### config.mk
export PLATFORM = sky130hd
export DESIGN_NAME = button_conditioner
export DESIGN_NICKNAME = d
export VERILOG_FILES = /design/src/rtl/button_conditioner_pkg.sv /design/src/rtl/button_conditioner_debounce_channel.sv /design/src/rtl/button_conditioner.sv
export SDC_FILE = /design/constraint.sdc
export NUM_CORES = 1
export LEC_CHECK = 0
export ABC_CLOCK_PERIOD_IN_PS = 2000
export CORE_ASPECT_RATIO = 1.75
export CORE_MARGIN = 4
export CORE_UTILIZATION = 32
export CTS_CLUSTER_DIAMETER = 60
export DETAILED_ROUTE_END_ITERATION = 8
export PLACE_DENSITY = 0.58
export SLEW_MARGIN = 20
export SYNTH_ARGS = -nofsm -noshare
export SYNTH_HDL_FRONTEND = slang
export SYNTH_HIERARCHICAL = 1
export SYNTH_SLANG_ARGS = --single-unit
### constraint.sdc
create_clock -name CLK_50MHz -period 2 [get_ports CLK_50MHz]
set_input_delay 0.2 -clock CLK_50MHz [delete_from_list [all_inputs] [get_ports CLK_50MHz]]
set_output_delay 0.2 -clock CLK_50MHz [all_outputs]
set_load 0.02 [all_outputs]
### src/rtl/button_conditioner_pkg.sv
// Shared definitions for the pushbutton conditioner: debounce state encodings
// and the default debounce interval for a 50 MHz clock.
package button_conditioner_pkg;

    typedef enum logic [1:0] {
        ST_RELEASED        = 2'd0,
        ST_CONFIRM_PRESS   = 2'd1,
        ST_PRESSED         = 2'd2,
        ST_CONFIRM_RELEASE = 2'd3
    } db_state_e;

    // 10 ms of stable input at 50 MHz
    localparam int DEFAULT_DEBOUNCE_CYCLES = 500000;

endpackage

### src/rtl/button_conditioner_debounce_channel.sv
// One button channel: two-flop synchroniser feeding a debounce FSM that
// produces a registered active-low level and one-cycle press/release strobes.
module debounce_channel
    import button_conditioner_pkg::*;
#(
    parameter int DEBOUNCE_CYCLES = DEFAULT_DEBOUNCE_CYCLES
) (
    input  logic CLK_50MHz,
    input  logic reset_n,
    input  logic raw_n,
    output logic level_n,
    output logic press_pulse,
    output logic release_pulse
);

    localparam int CNT_W = $clog2(DEBOUNCE_CYCLES);
    localparam logic [CNT_W-1:0] CNT_LAST = CNT_W'(DEBOUNCE_CYCLES - 1);
    localparam logic [CNT_W-1:0] CNT_ONE  = CNT_W'(1);

    logic             s1_r;
    logic             s2_r;
    db_state_e        state_r;
    db_state_e        state_nxt_s;
    logic [CNT_W-1:0] cnt_r;
    logic [CNT_W-1:0] cnt_nxt_s;
    logic             level_n_r;
    logic             level_n_nxt_s;
    logic             press_r;
    logic             press_nxt_s;
    logic             release_r;
    logic             release_nxt_s;

    // Synchroniser; idles high so an unpressed button is seen during reset release
    always_ff @(posedge CLK_50MHz or negedge reset_n) begin
        if (!reset_n) begin
            s1_r <= 1'b1;
            s2_r <= 1'b1;
        end else begin
            s1_r <= raw_n;
            s2_r <= s1_r;
        end
    end

    // FSM, counter and registered outputs
    always_ff @(posedge CLK_50MHz or negedge reset_n) begin
        if (!reset_n) begin
            state_r   <= ST_RELEASED;
            cnt_r     <= '0;
            level_n_r <= 1'b1;
            press_r   <= 1'b0;
            release_r <= 1'b0;
        end else begin
            state_r   <= state_nxt_s;
            cnt_r     <= cnt_nxt_s;
            level_n_r <= level_n_nxt_s;
            press_r   <= press_nxt_s;
            release_r <= release_nxt_s;
        end
    end

    // Next-state logic; any deviation from the candidate level restarts the count
    always_comb begin
        state_nxt_s   = state_r;
        cnt_nxt_s     = cnt_r;
        level_n_nxt_s = level_n_r;
        press_nxt_s   = 1'b0;
        release_nxt_s = 1'b0;
        case (state_r)
            ST_RELEASED: begin
                if (!s2_r) begin
                    state_nxt_s = ST_CONFIRM_PRESS;
                    cnt_nxt_s   = '0;
                end else begin
                    state_nxt_s = ST_RELEASED;
                end
            end
            ST_CONFIRM_PRESS: begin
                if (s2_r) begin
                    state_nxt_s = ST_RELEASED;
                    cnt_nxt_s   = '0;
                end else if (cnt_r == CNT_LAST) begin
                    state_nxt_s   = ST_PRESSED;
                    cnt_nxt_s     = '0;
                    level_n_nxt_s = 1'b0;
                    press_nxt_s   = 1'b1;
                end else begin
                    cnt_nxt_s = cnt_r + CNT_ONE;
                end
            end
            ST_PRESSED: begin
                if (s2_r) begin
                    state_nxt_s = ST_CONFIRM_RELEASE;
                    cnt_nxt_s   = '0;
                end else begin
                    state_nxt_s = ST_PRESSED;
                end
            end
            ST_CONFIRM_RELEASE: begin
                if (!s2_r) begin
                    state_nxt_s = ST_PRESSED;
                    cnt_nxt_s   = '0;
                end else if (cnt_r == CNT_LAST) begin
                    state_nxt_s   = ST_RELEASED;
                    cnt_nxt_s     = '0;
                    level_n_nxt_s = 1'b1;
                    release_nxt_s = 1'b1;
                end else begin
                    cnt_nxt_s = cnt_r + CNT_ONE;
                end
            end
            default: begin
                state_nxt_s   = ST_RELEASED;
                cnt_nxt_s     = '0;
                level_n_nxt_s = 1'b1;
            end
        endcase
    end

    assign level_n       = level_n_r;
    assign press_pulse   = press_r;
    assign release_pulse = release_r;

endmodule

### src/rtl/button_conditioner.sv
// Pushbutton conditioner: NUM_BTNS independent synchronise-and-debounce
// channels (bit 0 start_stop, bit 1 hold, bit 2 spare/lap).
module button_conditioner
    import button_conditioner_pkg::*;
#(
    parameter int NUM_BTNS        = 3,
    parameter int DEBOUNCE_CYCLES = DEFAULT_DEBOUNCE_CYCLES
) (
    input  logic                CLK_50MHz,
    input  logic                reset_n,
    input  logic [NUM_BTNS-1:0] btn_raw_n,
    output logic [NUM_BTNS-1:0] btn_level_n,
    output logic [NUM_BTNS-1:0] press_pulse,
    output logic [NUM_BTNS-1:0] release_pulse
);

    for (genvar g = 0; g < NUM_BTNS; g++) begin : g_chan
        debounce_channel #(
            .DEBOUNCE_CYCLES(DEBOUNCE_CYCLES)
        ) u_chan (
            .CLK_50MHz    (CLK_50MHz),
            .reset_n      (reset_n),
            .raw_n        (btn_raw_n[g]),
            .level_n      (btn_level_n[g]),
            .press_pulse  (press_pulse[g]),
            .release_pulse(release_pulse[g])
        );
    end

endmodule

Word level (Yosys, flattened, before mapping)
Index checks and enable logic that the tools add are counted.
Widths: inputs -> output; s select.

cells by class
  reductions and logical operators = 15
  multiplexer cells = 69
  $add $sub $neg = 3
  equality and inequality tests = 36

operators by type and width
  cell                   number
  $mux 19                15
  $pmux 19 s4            3
  $add 19x1->19 const B  3
  $eq 19x19->1 const B   3
  $mux 1                 33
  $mux 2                 12
  $ne 2x1->1 const B     12
  $pmux 2 s4             3
  $reduce_and 5->1       3
  $eq 2x2->1 const B     6
  $ne 2x2->1 const B     6
  $reduce_and 2->1       6
  $ne 3x1->1 const B     3
  $ne 3x3->1 const B     3
  $eq 2x1->1 const B     3
  $logic_not 2->1        3
  $pmux 1 s2             3
  $reduce_bool 2->1      3

word-level totals
  input bits = 5
  register bits after elaboration = 78
  output and inout bits = 9

Depth between registers and ports, before layout
Gate-level depths: netlist of the first run.

  word-level depth = 4
  mapped depth = 8

Hierarchy
The synthesis of the first run kept the hierarchy.

modules (own cells, without submodules)
  module                                    cells each  area an instance (µm²)  seq. area each (µm²)  times used
  debounce_channel at g_chan[0].u_chan ...  138         1330.0                  654.4                 2
  debounce_channel at g_chan[2].u_chan      133         1365.1                  654.4                 1

Worst setup path before layout of the first run
Ideal clock, no wire load.

  path kind = register -> register
  from = register g_chan[0].u_chan.cnt_r[0]
  to = register g_chan[0].u_chan.cnt_r[3]
  data required time = 1.917 ns
  period minus slack after synthesis = 1.726 ns
  setup time = 0.083 ns
  cell stages (with the launch flop) = 9
  arrival = 1.644 ns
  buffers on the path = 2
  path slack = 0.274 ns
  cell sequence = dfrtp_1 > ha_1 > and3_1 > buf_2 > and3_1 > a21oi_1 > buf_4 > a21oi_1 > o21ai_0

on the way
  cells in the longest elaborated chain, start to end = 4
  elaborated cells between the ends (all ways) = 6
  those cells by class = add/sub: 1; eq/ne: 1; mux: 4

ends and longest elaborated chain
  element                                               line                                                                                   text
  start, declared                                       button_conditioner_debounce_channel.sv:24                                              logic [CNT_W-1:0] cnt_r;
  start signal, assigned                                button_conditioner_debounce_channel.sv:54                                              cnt_r <= cnt_nxt_s;
  $add 19x1->19 / $eq 19x19->1 (equally long branches)  --
  $mux 19 *                                             button_conditioner_debounce_channel.sv:81, button_conditioner_debounce_channel.sv:102
  $mux 19 (on tied branches)                            button_conditioner_debounce_channel.sv:99, button_conditioner_debounce_channel.sv:78
  $pmux 19 s4 *                                         button_conditioner_debounce_channel.sv:68                                              case (state_r)

Mark *: on every way between the ends. The rest lies on a longest branch, timed or not.
A chain may end at the register's enable or synchronous reset.

Final worst setup path of the first run
  from = register g_chan[1].u_chan.cnt_r[0]
  to = register g_chan[1].u_chan.cnt_r[12]

on the way
  cells in the longest elaborated chain, start to end = 4
  elaborated cells between the ends (all ways) = 6
  those cells by class = add/sub: 1; eq/ne: 1; mux: 4

ends and longest elaborated chain
  element                                               line
  start, declared                                       button_conditioner_debounce_channel.sv:24
  start signal, assigned                                button_conditioner_debounce_channel.sv:54
  $add 19x1->19 / $eq 19x19->1 (equally long branches)  --
  $mux 19 *                                             button_conditioner_debounce_channel.sv:81, button_conditioner_debounce_channel.sv:102
  $mux 19 (on tied branches)                            button_conditioner_debounce_channel.sv:99, button_conditioner_debounce_channel.sv:78
  $pmux 19 s4 *                                         button_conditioner_debounce_channel.sv:68

Marked as above.

==> results.cfg, run 1 <==
[global_routing]
grt_use_total_pct = 13.2
grt_pass1_wl_um = 15300
grt_pass1_vias = 3208
gr-total-overflow = 0
grt_antenna_before_repair = 0
grt_max_degree = 62

[power_and_ir_drop]
seqPwrFrac_pct = 46.9
combPwrFrac_pct = 4.4
ir_drop_v = 0.000419
p_clk_share_pct = 48.7
p_sw_w = 0.000744
switching_share_pct = 21.5
p_leak_nw = 1.88
p_int_w = 0.00273
power-per-cell-area_nw_per_um2 = 737

[layout]
fill_cells = 1257
area_delta_synth_final_pct = 17.0
drive_above_1_share_pct = 13.0
diodes = 0
layout.nets = 441

[cts]
clk_pin_slew_worst_paths_ps = 60
cts_resized = 0
worstSkewPairLatency_ps = 340
clockBufferDepth = 2
cts.sinks = 78
cts-buffers-inserted = 9
cts_tree = done
cts_htree_levels = 3
root_buffer = clkbuf_16

[worst_setup_path]
cp-end-kind = flip-flop
timing.critical_path.required_ps = 2220
cp.arrival_ps = 2090
path_common_cell = and3_1
path_class = reg -> reg
cp_slowest_cell = dfrtp_1
crit_fanout = 12
rrSetupSlack_ps = 130
max_stage_delay_ps = 410
worstSetupStartpointType = flip-flop
crit_chain = ha_1 -> and3_1 -> and3_1 -> a21oi_1 -> buf_4 -> nand2_1 -> o311ai_1

[place]
post-dp-hpwl_um = 6470
pre_cts_slack_ps = 148
io_buffers = 13
gp_congestion = 0.818

[logic_synthesis]
synth_edf_count = 0
yosys_warnings = 6
synth_top_area_share_pct = 42.9
ys_types = 56
yosysMostFrequentCell = dfrtp_1
synthFlopType = dfrtp_1
synth.avg_cell_area_um2 = 9.84
syn_area_um2 = 4030
syn_inst = 409
syn-num-nets = 417
synth_commonest_cells = 69 x dfrtp_1, 50 x nand2_1, 33 x nor2_1
yosysSeqAreaShare_pct = 48.8
synth_area_leaders = dfrtp_1 43%, dfstp_2 5.9%, nand2_1 4.7%
synth_area_leader_cell = dfrtp_1
synth_seq_cells = 78
async_reset_ff_share_pct = 100

[timing]
finalSetupViolCount = 0
min_period_ps = 1870
fin_setup_tns_ps = 0
finClkSkew_ps = 9.36
worstMarginPinSlew_ps = 627
rsz0062_at_grt = false
fmax_ghz = 0.534
final-hold-violation-count = 0
finalWorstSetupSlack_ps = 128
period_share_pct = 93.6
relSlewSlack_pct = 58.0
slew_violations = 0

[drt]
drc = 0
detail_route.iter0.violations = 150
postRouteWirelength_um = 8840
num_vias = 3136
dr.pass1.iters = 5
ant_nets = 0
wl_per_cell_um = 14.6
via_per_inst = 5.17

[flow_run]
drv_cap = 0

[floorplanning]
fp.coreArea_um2 = 12400
die_area_um2 = 14500
start_util_pct = 32.4
rows = 54
ios = 14
die_y_um = 156
die_w_um = 92.8

[outcome]
outcome = complete, no violations

[worst_hold_path]
hold_class = in -> reg
[power by group through the flow]
stage               sequential (W)  clock (W)  combinational (W)
finish                     0.00163    0.00169           0.000153
global route               0.00163    0.00180           0.000173
CTS                        0.00163    0.00174           0.000157
detailed placement         0.00165          0           0.000155
global placement           0.00165          0           0.000150
floorplan                  0.00164          0          0.0000826
[cell families after synthesis]
family	synth area share [%]
fa+ha+maj	0.933
mux	2.55
flops	48.8
compound gates	13.6
xor+xnor	4.97
simple gates	25.4
buf+inv	3.73
[state kept, by name, indices dropped and copies added, names as in the netlist, named ones only]
name,count
g_chan.u_chan/state_r,3
g_chan.u_chan/s1_r,3
g_chan.u_chan/release_pulse,3
g_chan.u_chan/cnt_r,57
g_chan.u_chan/level_n,3
g_chan.u_chan/press_pulse,3
g_chan.u_chan/s2_r,3
[final cells by class]
cell class                 count  area, µm²  share of cell area [%]
clock buffer                  13        270                    5.74
clock inverter                 3       42.5                   0.903
inverter                      11       41.3                   0.877
multi-input combinational    303       1910                    40.6
sequential                    78       1960                    41.7
tap                          168        210                    4.46
timing repair buffer          30        270                    5.74
[path summary, 6_finish.rpt]
path / to / cells past startpoint / startpoint
max: g_chan[1].u_chan/cnt_r[12] / 7 / g_chan[1].u_chan/cnt_r[0]
min: g_chan[2].u_chan/s1_r / 1 / btn_raw_n[2]
max in group asynchronous: g_chan[0].u_chan/s2_r / 3 / reset_n
min in group asynchronous: g_chan[1].u_chan/cnt_r[11] / 2 / reset_n
max reg2reg: g_chan[1].u_chan/cnt_r[12] / 7 / g_chan[1].u_chan/cnt_r[0]
min reg2reg: g_chan[0].u_chan/s2_r / 0 / g_chan[0].u_chan/s1_r
[worst max-delay path, delay by kind of cell, from the launching register on]
kind | cells | cell delay (ps)
AND/OR/NAND/NOR | 3 | 490
AO/OA/AOI/OAI | 2 | 440
flip-flops | 1 | 410
adder cells (fa/ha/maj) | 1 | 240
buffers and inverters | 1 | 200
[what timing repair did]
action | CTS | global route
buffers inserted | 0 | 0
hold endpoints to repair | 17 | 0
hold buffers | 1 | 0
[placed cells by master, fill, tap and decap left out, types with 8 or more instances in the layout]
cell             Yosys  final
dfrtp_1             69     69
nand2_1             50     50
nor2_1              33     33
nand3_1             29     29
o21ai_0             22     22
xnor2_1             18     18
a21oi_1             18     18
buf_4                2     16
and3_1              12     12
clkdlybuf4s50_1      0     12
inv_1               11     11
nor3_1              10     10
clkbuf_16            0      9
and2_1               9      9
dfstp_2              9      9
and4_1               8      8
mux2i_1              8      8
[metal layers]
layer  GRT usage, %  vias to the layer above  share of wire, %
met5              0                        -                 0
met4           5.03                        0               1.9
met3           2.60                       13               2.4
met2           25.7                       46                58
met1           13.6                     1550                38
li1               -                     1527                 -
[metrics by stage]
step / hold WS [ps] / instance area (µm²) / power, W / util (%) / cells
2_1_floorplan: -95.6 / 4030 / 0.00173 / - / 409
3_3_place_gp: 85.3 / 4390 / 0.00180 / 35.3 / 589
3_5_place_dp: 94.9 / 4390 / 0.00181 / 35.3 / 589
4_1_cts: 258 / 4710 / 0.00352 / 37.9 / 606
5_1_grt: 254 / 4710 / 0.00361 / 37.9 / 606
6_report: 271 / 4710 / 0.00347 / 37.9 / 606
(Power assumes the default switching activity.)
==> run 2: changes to the inputs <==
Settings changed: GPL_TIMING_DRIVEN set to 0.
==> results.cfg, run 2 (same netlist as run 1, synthesis figures left out) <==
[outcome]
outcome = complete, no violations

[floorplanning]
fp.coreArea_um2 = 12400
die_area_um2 = 14500
die_y_um = 156
ios = 14
start_util_pct = 32.4
die_w_um = 92.8
rows = 54

[drt]
dr.pass1.iters = 4
num_vias = 3140
detail_route.iter0.violations = 153
via_per_inst = 5.16
drc = 0
postRouteWirelength_um = 8720
wl_per_cell_um = 14.3
ant_nets = 0

[timing]
finClkSkew_ps = 8.24
min_period_ps = 1890
rsz0062_at_grt = false
finalWorstSetupSlack_ps = 105
period_share_pct = 94.7
finalSetupViolCount = 0
final-hold-violation-count = 0
relSlewSlack_pct = 53.6
worst_hold_slack_ps = 265
fmax_ghz = 0.528
worstMarginPinSlew_ps = 693
slew_violations = 0

[layout]
final_area_um2 = 4780
drive_above_1_share_pct = 14.5
largest_reg_flops = 57
area_delta_synth_final_pct = 18.8
diodes = 0
mostFrequentLayoutCell = dfrtp_1
post_layout_nonfiller_instances = 609
layout.nets = 444
top_register = g_chan.u_chan/cnt_r
layout_common_cells = 69 x dfrtp_1, 50 x nand2_1, 31 x nor2_1

[cts]
cts_tree = done
cts.sinks = 78
cts-buffers-inserted = 9
worstSkewPairLatency_ps = 340
cts_htree_levels = 3
root_buffer = clkbuf_16
clk_pin_slew_worst_paths_ps = 60
postCtsSetupRepairBufs = 0
clockBufferDepth = 2

[power_and_ir_drop]
ir_drop_v = 0.000573
power.total_w = 0.00346
p_leak_nw = 1.88
power-per-cell-area_nw_per_um2 = 724

[worst_setup_path]
critPathBufInv = 1
cp-startpoint = g_chan[2].u_chan/cnt_r[8]
worstSetupStartpointType = flip-flop
timing.critical_path.required_ps = 2210
crit_fanout = 10
cp.arrival_ps = 2100
path_depth = 5
cp-end-kind = flip-flop
rr_endpoint = g_chan[2].u_chan/cnt_r[1]
endpoint = g_chan[2].u_chan/cnt_r[1]
crit_family = compound AO/OA/AOI/OAI gates
r2r_cells = 5
path_class = reg -> reg
reg2reg_from = g_chan[2].u_chan/cnt_r[8]
max_stage_delay_ps = 490
cp_slowest_cell = dfrtp_1
crit_chain = and4bb_2 -> nand3b_1 -> o21ai_1 -> buf_2 -> o21ai_0
rrSetupSlack_ps = 110

[place]
gp_congestion = 0.813
placed_cell_area_um2 = 4390
io_buffers = 13
dpl.cell_count = 591
pre_cts_slack_ps = -65.9
post-dp-hpwl_um = 6330

[global_routing]
grt_max_degree = 54
grt_pass1_vias = 3168
grt_antenna_before_repair = 0
grt_pass1_wl_um = 14800
gr-total-overflow = 0
grt_use_total_pct = 12.7

[worst_hold_path]
hold_class = in -> reg

[flow_run]
drv_cap = 0
-- run 2: cell count changes in the layout (fill, tap and decap cells not counted), sizes merged --
cell | before | now
clkbuf | 13 | 16
clkinv | 1 | 2
buf | 17 | 14
inv | 11 | 13
-- run 2: power by group --
| group | total, W | switching (W) | internal [W] |
|---|---|---|---|
| logic | 0.000166 | 0.000110 | 0.0000560 |
| registers | 0.00162 | 0.0000161 | 0.00160 |
| clock network | 0.00168 | 0.000668 | 0.00101 |
| total | 0.00346 | 0.000794 | 0.00267 |
-- run 2: layout make-up --
cell class                      count  area, µm²
Tap cell                          168        210
Sequential cell                    78       1960
Inverter                           11       41.3
Fill cell                        1265       7650
Clock inverter                      6       68.8
Clock buffer                       10        239
Multi-Input combinational cell    303       1970
Timing Repair Buffer               16        173
Buffer                             17        116
-- run 2: worst reg2reg max path, delay by kind of cell, from the launching register on --
| kind | cells | cell delay, ps |
|---|---|---|
| buf+inv | 1 | 320 |
| compound gates | 2 | 500 |
| flops | 1 | 490 |
| simple gates | 2 | 450 |
-- run 2: worst min path at each step --
| stage | startpoint | to | slack (ps) | cells past startpoint |
|---|---|---|---|---|
| floorplan | reset_n | async pin | -100 | 0 |
| global placement | g_chan[0].u_chan/s1_r | g_chan[0].u_chan/s2_r | 350 | 0 |
| detailed placement | reset_n | g_chan[1].u_chan/cnt_r[16] | 140 | 1 |
| CTS | btn_raw_n[1] | g_chan[1].u_chan/s1_r | 250 | 1 |
| global route | btn_raw_n[1] | g_chan[1].u_chan/s1_r | 240 | 1 |
| finish | btn_raw_n[2] | g_chan[2].u_chan/s1_r | 270 | 1 |
-- run 2: layer usage --
layer	GRT usage [%]	vias to the layer above	part of all wire (%)
met4	5.80	0	2.6
li1	-	1538	-
met1	13.3	1540	40
met2	23.6	47	56
met3	3.13	15	2.3
met5	0	-	0
-- run 2: per-stage QoR --
stage / util (%) / TNS (ps)
finish: 38.5 / 0
global route: 38.5 / 0
global placement: 35.1 / -155710
detailed placement: 35.3 / -843
CTS: 37.9 / 0
floorplan: - / 0
-- run 2: repair_timing --
item	in CTS	in global routing
hold endpoints to repair	23	0
resized for setup	4	16
setup endpoints to repair	30	32
pin swaps	0	2
cloned	0	1
hold buffers	1	0
==> run 3: changes to the inputs <==
Settings changed: CAP_MARGIN set to 20, REMOVE_ABC_BUFFERS set to 1.
==> results.cfg, run 3 (same netlist as run 1, synthesis figures left out) <==
[outcome]
outcome = complete, no violations

[timing]
final-hold-violation-count = 0
rsz0062_at_grt = false
min_period_ps = 1890
finClkSkew_ps = 6.12
slew_violations = 0
fmax_ghz = 0.530
period_share_pct = 94.3
relSlewSlack_pct = 37.1
finalSetupViolCount = 0
worstMarginPinSlew_ps = 940

[power_and_ir_drop]
power-per-cell-area_nw_per_um2 = 748
p_leak_nw = 1.85
ir_drop_v = 0.000368

[worst_hold_path]
min_from = btn_raw_n[2]
hold_class = in -> reg
whs_endpoint = g_chan[2].u_chan/s1_r
min_path_cells = 1

[drt]
drc = 0
wl_per_cell_um = 14.2
detail_route.iter0.violations = 220
num_vias = 3120
postRouteWirelength_um = 8490
via_per_inst = 5.23
dr.pass1.iters = 4
ant_nets = 0

[layout]
diodes = 0
area_delta_synth_final_pct = 18.0
finish.utilization_pct = 38.2
post_layout_nonfiller_instances = 597
layout_common_cells = 69 x dfrtp_1, 50 x nand2_1, 30 x nor2_1
top_register = g_chan.u_chan/cnt_r
layout.nets = 432
mostFrequentLayoutCell = dfrtp_1
drive_above_1_share_pct = 14.2
largest_reg_flops = 57

[floorplanning]
die_area_um2 = 14500
die_w_um = 92.8
start_util_pct = 32.4
fp.coreArea_um2 = 12400
rows = 54
die_y_um = 156
ios = 14

[cts]
cts-buffers-inserted = 9
cts_htree_levels = 3
cts_tree = done
worstSkewPairLatency_ps = 330
clk_pin_slew_worst_paths_ps = 60
clockBufferDepth = 2
root_buffer = clkbuf_16
cts.sinks = 78

[global_routing]
grt_use_total_pct = 13.0
grt_antenna_before_repair = 0
grt_pass1_vias = 3265
gr-total-overflow = 0
grt_max_degree = 55
grt_pass1_wl_um = 15200

[place]
io_buffers = 13
dpl.cell_count = 575
gp_congestion = 0.804
post-dp-hpwl_um = 5830

[worst_setup_path]
cp_slowest_cell = dfrtp_1
crit_fanout = 8
max_stage_delay_ps = 440
rr_endpoint = g_chan[1].u_chan/cnt_r[9]
cp.arrival_ps = 2090
reg2reg_from = g_chan[1].u_chan/cnt_r[14]
path_class = reg -> reg
r2r_cells = 6
cp-end-kind = flip-flop
worstSetupStartpointType = flip-flop
rrSetupSlack_ps = 110
timing.critical_path.required_ps = 2210
crit_chain = nand4bb_1 -> nor4_4 -> a21oi_4 -> buf_12 -> nor2_4 -> nor2_1

[flow_run]
drv_cap = 0
==> run 3: cell types whose count changed in the layout (fill, tap and decap cells not counted), sizes merged <==
cell and change:
bufinv +1, buf -6, clkbuf -7, clkinvlp +1, inv -1
==> run 3: per-layer routing <==
metal / wire (µm) / track usage (%)
met5: 0 / 0
met4: 166 / 5.38
met3: 266 / 3.42
met2: 4570 / 23.0
met1: 3490 / 14.7
==> run 3: layout make-up <==
cell class                 count  area [µm²]
sequential                    78        1960
multi-input combinational    303        1990
tap                          168         210
timing repair buffer          21         223
clock inverter                 7        97.6
clock buffer                   9         225
inverter                      11        41.3
fill                        1245        7680
==> run 3: critical path, delay by kind of cell (launching register included) <==
kind / cells / cell delay, ps
AOI/OAI and AO/OA: 1 / 160
and+or+nand+nor: 4 / 1010
DFF: 1 / 440
buffers and inverters: 1 / 160
==> run 3: report_power, final <==
| group | total [W] | internal, W | leakage [nW] | switching (W) |
|---|---|---|---|---|
| Clock | 0.00177 | 0.00110 | 0.152 | 0.000672 |
| Sequential | 0.00163 | 0.00160 | 1.05 | 0.0000232 |
| Combinational | 0.000156 | 0.0000565 | 0.648 | 0.0000991 |
| Total | 0.00355 | 0.00276 | 1.85 | 0.000794 |
==> run 3: worst max-delay path by stage <==
stage,cells past startpoint,to,slack (ps),from
finish,6,g_chan[1].u_chan/cnt_r[9],110,g_chan[1].u_chan/cnt_r[14]
global route,4,g_chan[1].u_chan/cnt_r[2],1,g_chan[1].u_chan/s2_r
CTS,7,g_chan[1].u_chan/cnt_r[9],3,g_chan[1].u_chan/cnt_r[0]
detailed placement,6,g_chan[1].u_chan/cnt_r[18],-510,g_chan[1].u_chan/cnt_r[0]
global placement,1,g_chan[2].u_chan/release_pulse,-2140,reset_n
floorplan,6,g_chan[0].u_chan/cnt_r[12],-20,g_chan[0].u_chan/cnt_r[0]
==> run 3: timing repair <==
item / 4_1_cts / 5_1_grt
hold buffers: 1 / 0
endpoints found under the hold margin: 21 / 0
endpoints found under the setup margin: 32 / 44
buffers inserted: 5 / 0
pin swaps: 2 / 3
gates resized for setup: 8 / 10
==> run 3: stage by stage <==
stage | hold WS [ps] | TNS, ps | setup slack (ps) | total power [W] | cell area (µm²)
after global placement | 347 | -176040 | -2140 | 0.00178 | 4260
final | 269 | 0 | 113 | 0.00355 | 4750
after floorplan | -95.6 | -39.5 | -19.8 | 0.00172 | 3920
after detailed placement | 143 | -11640 | -514 | 0.00179 | 4290
after CTS | 251 | 0 | 3.12 | 0.00361 | 4710
after global routing | 250 | 0 | 1.47 | 0.00370 | 4750
